<file path="src/rtl/tx_in_fifo.sv">
// rtl/tx_in_fifo.sv - DEPTH-entry input FIFO feeding the UART Tx serializer
module tx_in_fifo #(
    parameter int                    DATA_WIDTH = 8,
    parameter int                    DEPTH      = 4,
    parameter logic [DATA_WIDTH-1:0] IDLE_WORD  = DATA_WIDTH'(1)
) (
    input  logic                         Clock,
    input  logic                         ResetN,
    input  logic [DATA_WIDTH-1:0]        DataIn,
    input  logic                         DataValid,
    output logic                         DataReady,
    input  logic                         DoneFlag,
    input  logic                         Flush,
    output logic [DATA_WIDTH-1:0]        RegOut,
    output logic                         OutValid,
    output logic [$clog2(DEPTH+1)-1:0]   Count,
    output logic                         Overflow
);

    localparam int CNT_W = $clog2(DEPTH + 1);
    localparam int PTR_W = $clog2(DEPTH);
    localparam logic [CNT_W-1:0] FULL_CNT = CNT_W'(DEPTH);

    logic [DATA_WIDTH-1:0] r_mem [DEPTH];
    logic [PTR_W-1:0]      r_wr_ptr;
    logic [PTR_W-1:0]      r_rd_ptr;
    logic [CNT_W-1:0]      r_count;
    logic [DATA_WIDTH-1:0] r_reg_out;
    logic                  r_out_valid;
    logic                  r_overflow;
    logic                  r_done_q;

    logic w_ready;
    logic w_push;
    logic w_done_rise;
    logic w_pop;

    // Full is judged on the registered count only, so a same-cycle pop never
    // opens a slot for a push.
    assign w_ready     = (r_count != FULL_CNT);
    assign w_push      = DataValid & w_ready;
    assign w_done_rise = DoneFlag & ~r_done_q;
    // Only a word already presented on RegOut can be consumed; a rise with
    // nothing presented is simply dropped.
    assign w_pop       = w_done_rise & r_out_valid;

    assign DataReady = w_ready;
    assign RegOut    = r_reg_out;
    assign OutValid  = r_out_valid;
    assign Count     = r_count;
    assign Overflow  = r_overflow;

    // Storage array; contents are don't-care after reset, so no reset term.
    always_ff @(posedge Clock) begin
        if (w_push && !Flush) begin
            r_mem[r_wr_ptr] <= DataIn;
        end
    end

    // DoneFlag edge register keeps sampling through a flush.
    always_ff @(posedge Clock or negedge ResetN) begin
        if (!ResetN) begin
            r_done_q <= 1'b0;
        end else begin
            r_done_q <= DoneFlag;
        end
    end

    // Pointers and occupancy; pointers wrap naturally since DEPTH is 2^n.
    always_ff @(posedge Clock or negedge ResetN) begin
        if (!ResetN) begin
            r_wr_ptr <= '0;
            r_rd_ptr <= '0;
            r_count  <= '0;
        end else if (Flush) begin
            r_wr_ptr <= '0;
            r_rd_ptr <= '0;
            r_count  <= '0;
        end else begin
            if (w_push) begin
                r_wr_ptr <= r_wr_ptr + PTR_W'(1);
            end
            if (w_pop) begin
                r_rd_ptr <= r_rd_ptr + PTR_W'(1);
            end
            case ({w_push, w_pop})
                2'b10:   r_count <= r_count + CNT_W'(1);
                2'b01:   r_count <= r_count - CNT_W'(1);
                default: r_count <= r_count;
            endcase
        end
    end

    // Head register: refreshed from the settled head each cycle; the cycle
    // of a pop shows OutValid=0 while the successor is fetched.
    always_ff @(posedge Clock or negedge ResetN) begin
        if (!ResetN) begin
            r_reg_out   <= IDLE_WORD;
            r_out_valid <= 1'b0;
        end else if (Flush) begin
            r_reg_out   <= IDLE_WORD;
            r_out_valid <= 1'b0;
        end else if (w_pop) begin
            r_out_valid <= 1'b0;
        end else if (r_count != '0) begin
            r_reg_out   <= r_mem[r_rd_ptr];
            r_out_valid <= 1'b1;
        end else begin
            r_out_valid <= 1'b0;
        end
    end

    // Sticky flag for a push offered while full; cleared only by flush/reset.
    always_ff @(posedge Clock or negedge ResetN) begin
        if (!ResetN) begin
            r_overflow <= 1'b0;
        end else if (Flush) begin
            r_overflow <= 1'b0;
        end else if (DataValid && !w_ready) begin
            r_overflow <= 1'b1;
        end
    end

endmodule

</file>
<file path="config.mk">
export PLATFORM = sky130hd
export DESIGN_NAME = tx_in_fifo
export DESIGN_NICKNAME = d
export VERILOG_FILES = /design/src/rtl/tx_in_fifo.sv
export SDC_FILE = /design/constraint.sdc
export NUM_CORES = 1
export LEC_CHECK = 0
export BUFFER_PORTS_ARGS = -buffer_cell sky130_fd_sc_hd__buf_2
export CAP_MARGIN = 10
export CORE_AREA = 4 4 70 72
export CTS_BUF_LIST = sky130_fd_sc_hd__clkbuf_8 sky130_fd_sc_hd__clkbuf_16
export CTS_CLUSTER_SIZE = 20
export DETAILED_ROUTE_END_ITERATION = 7
export DIE_AREA = 0 0 74 76
export GPL_ROUTABILITY_DRIVEN = 0
export PLACE_DENSITY = 0.78
export SLEW_MARGIN = 20
export SYNTH_ARGS = -nofsm -noshare
export SYNTH_HDL_FRONTEND = slang
export SYNTH_SLANG_ARGS = --single-unit
export TNS_END_PERCENT = 30
</file>
<file path="constraint.sdc">
create_clock -name Clock -period 1.7 [get_ports Clock]
set_input_delay 0.17 -clock Clock [delete_from_list [all_inputs] [get_ports Clock]]
set_output_delay 0.17 -clock Clock [all_outputs]
set_load 0.02 [all_outputs]
</file>
==> impl_metrics.py <==
metrics = {
    "floorplan": {
        "row_count": 24,
        "fp.dieH_um": 76,
        "core_area_sq_um": 4290,
        "pin_count": 27,
        "dieWidth_um": 74,
        "die_area_sq_um": 5620,
        "initial_core_util": 0.495,
    },
    "worst_setup_path": {
        "crit_type": "flip-flop to flip-flop",
        "endpoint": "Count[2]",
        "required_ns": 1.88,
        "r2r-start": "Count[2]",
        "path_max_fanout": 5,
        "cp-end-kind": "flip-flop",
        "startpoint_type": "flip-flop",
        "cp.depth": 7,
        "crit_start": "Count[2]",
        "crit_arrival_ns": 1.96,
        "worstRegToRegCells": 7,
        "crit_family": "simple AND/OR/NAND/NOR gates",
        "slowest_stage": "fa_2",
        "reg2reg_slack_ns": -0.08,
        "crit_buf_inv": 1,
        "worst_r2r_endpoint": "Count[2]",
        "worstPathCellList": "nor3b_4 -> inv_2 -> a21oi_4 -> fa_2 -> or3_1 -> nand3_1 -> a21oi_2",
        "max_stage_delay_ns": 0.43,
    },
    "yosys": {
        "synth_largest_area_cell": "edfxtp_1",
        "synthesis.area_sq_um": 2130,
        "ys_ff_latch": 50,
        "synth_ff_type": "edfxtp_1",
        "synth-edff-count": 32,
        "avgSynthCellArea_sq_um": 14.9,
        "synth_cell_type_count": 35,
        "synth_area_leaders": "edfxtp_1 (45%), dfrtp_1 (20%), mux4_2 (8.5%), nand2_1 (3.7%), a21oi_1 (2.8%)",
        "ys_async_sr_fraction": 0.360,
        "yosysTopAreaCellShare": 0.452,
        "yosysSeqAreaShare": 0.664,
        "synth_nets": 161,
        "synth_cells": 143,
        "synth_warnings": 0,
    },
    "final_layout": {
        "fin_nets": 203,
        "antenna_cells": 0,
        "fin_area_sq_um": 2590,
        "area_growth_pct": 21.9,
        "utilization": 0.604,
        "fillers": 343,
        "final_cell_mix": "edfxtp_1 (32), buf_2 (26), nand2_1 (21), dfrtp_1 (14), buf_4 (12)",
        "final_common_cell": "edfxtp_1",
        "drive_above_1_share": 0.387,
    },
    "pwr": {
        "vdd_ir_drop_max_v": 0.000707,
        "powerDensity_nw_per_um2": 1060,
        "p_leak_uw": 0.00101,
    },
    "drt": {
        "drc": 0,
        "viasPerCell": 5.19,
        "wl_per_cell_um": 17.1,
        "drt-initial-drc-count": 62,
        "dr_total_vias": 1235,
        "wirelength_um": 4060,
        "drt_pass1_iterations": 4,
        "ant_nets": 0,
    },
    "clocking": {
        "cts_tree": "done",
        "clock-sinks": 50,
        "clockBufferDepth": 2,
        "clockRootBuffer": "clkbuf_8",
        "clkSlewWorstSetupHoldPaths_ns": 0.09,
        "cts_buffers": 5,
        "htree_levels": 2,
        "insertion_delay_ns": 0.29,
    },
    "sta": {
        "slew_violations": 0,
        "final_hold_viol_count": 0,
        "fin_crit_sh": 1.04,
        "slew_headroom": 0.718,
        "rsz0062_at_grt": "true",
        "skew_ns": 0.00743,
        "max_slew.worst_pin.slew_ns": 0.422,
        "fin_crit_ns": 1.78,
        "finalWorstSetupSlack_ns": -0.0762,
        "finalSetupViolCount": 1,
        "fin_tns_setup_ns": -0.0762,
        "timing.fmax_mhz": 563,
    },
    "global_route": {
        "grt_pass1_wl_um": 6760,
        "grt_pass1_vias": 1376,
        "grtUsageTotal": 0.161,
        "antenna_found_initial": 0,
        "grt_start_max_net_pins": 19,
        "grt_overflow": 0,
    },
    "place": {
        "dp_hpwl_um": 2880,
        "portBuffers": 26,
        "placed_cell_area_sq_um": 2400,
    },
    "outcome": {
        "violations": "setup timing",
        "status": "complete, but fails checks",
    },
    "worst_hold_path": {
        "hp-start": "DataIn[5]",
        "hp-class": "input port to flip-flop",
        "hold_depth": 1,
    },
    "job": {
        "max_cap_viol_count": 0,
    },
}
-- layout make-up --
class / instances / area (sq um) / share of cell area
Sequential cell: 50 / 1420 / 0.546
Multi-Input combinational cell: 83 / 678 / 0.261
Timing Repair Buffer: 42 / 280 / 0.108
Clock buffer: 6 / 82.6 / 0.0318
Tap cell: 52 / 65.1 / 0.0251
Clock inverter: 2 / 60.1 / 0.0232
Inverter: 3 / 11.3 / 0.00434
-- synthesized netlist by cell type, types with 2 or more instances --
master    number
a21oi_1       12
a21oi_2        2
and2_1         4
buf_2          3
buf_6          2
dfrtp_1       17
edfxtp_1      32
ha_1           4
inv_1          2
mux4_2         8
nand2_1       21
nand3_1        2
nor2_1         6
nor2b_1        2
nor3_1         2
o21a_1         2
xnor2_1        4
-- power by group --
part,total (uW),internal [uW],switching (uW),leakage [uW]
Combinational,351,142,209,0.000412
Clock,1010,627,379,0.0000714
Sequential,1390,1360,30.4,0.000525
-- worst min-delay path by stage --
stage	slack (ns)	end
after global routing	0.07	r_mem[2][6]
after CTS	0.08	r_mem[3][2]
after floorplan	-0.13	Count[0]
after global placement	0.12	Overflow
final	0.09	r_mem[3][5]
after detailed placement	0.14	RegOut[6]
-- per-layer routing --
layer  track usage  routed length (um)  up-vias
li1              -                   -      595
met1         0.199                1570      610
met2         0.267                2220       26
met3        0.0528                 217        4
met4        0.0471                  44        0
met5             0                   0        -
-- worst reg2reg max path: cells and delay by family (launching register included) --
family	cells	cell delay (ns)
and+or+nand+nor	3	0.61
adders and majority gates	1	0.43
DFF	1	0.41
AOI/OAI and AO/OA	2	0.14
buffers and inverters	1	0.08
-- through the flow --
stage | power (uW) | hold slack, ns | setup WS (ns) | instances
after floorplan | 1630 | -0.126 | -0.135 | 143
after global routing | 2880 | 0.0736 | -0.157 | 238
after detailed placement | 1760 | 0.135 | -0.0573 | 227
after CTS | 2760 | 0.0823 | -0.0336 | 237
final | 2750 | 0.0913 | -0.0762 | 238
after global placement | 1740 | 0.118 | 0.0610 | 227
-- what timing repair did --
item	4_1_cts	5_1_grt
endpoints found under the setup margin	1	11
hold endpoints to repair	18	0
buffers inserted	0	1
resized for setup	2	3
hold buffers	2	0
pin swaps	2	3
-- flip-flops by register name (all words and copies together), names as in the netlist --
signal,cells
r_wr_ptr,2
OutValid,1
Overflow,1
RegOut,8
r_rd_ptr,2
r_mem,32
Count,3
r_done_q,1
-- logic make-up after synthesis --
family | after synthesis | synth area share
DFF | 50 | 0.664
xor gates and xnor gates | 5 | 0.0206
adders and majority gates | 5 | 0.0329
buffers and inverters | 10 | 0.0282
muxes | 8 | 0.0847
AOI/OAI and AO/OA | 18 | 0.0553
and+or+nand+nor | 47 | 0.114
Power figures use the tool's default switching activity.
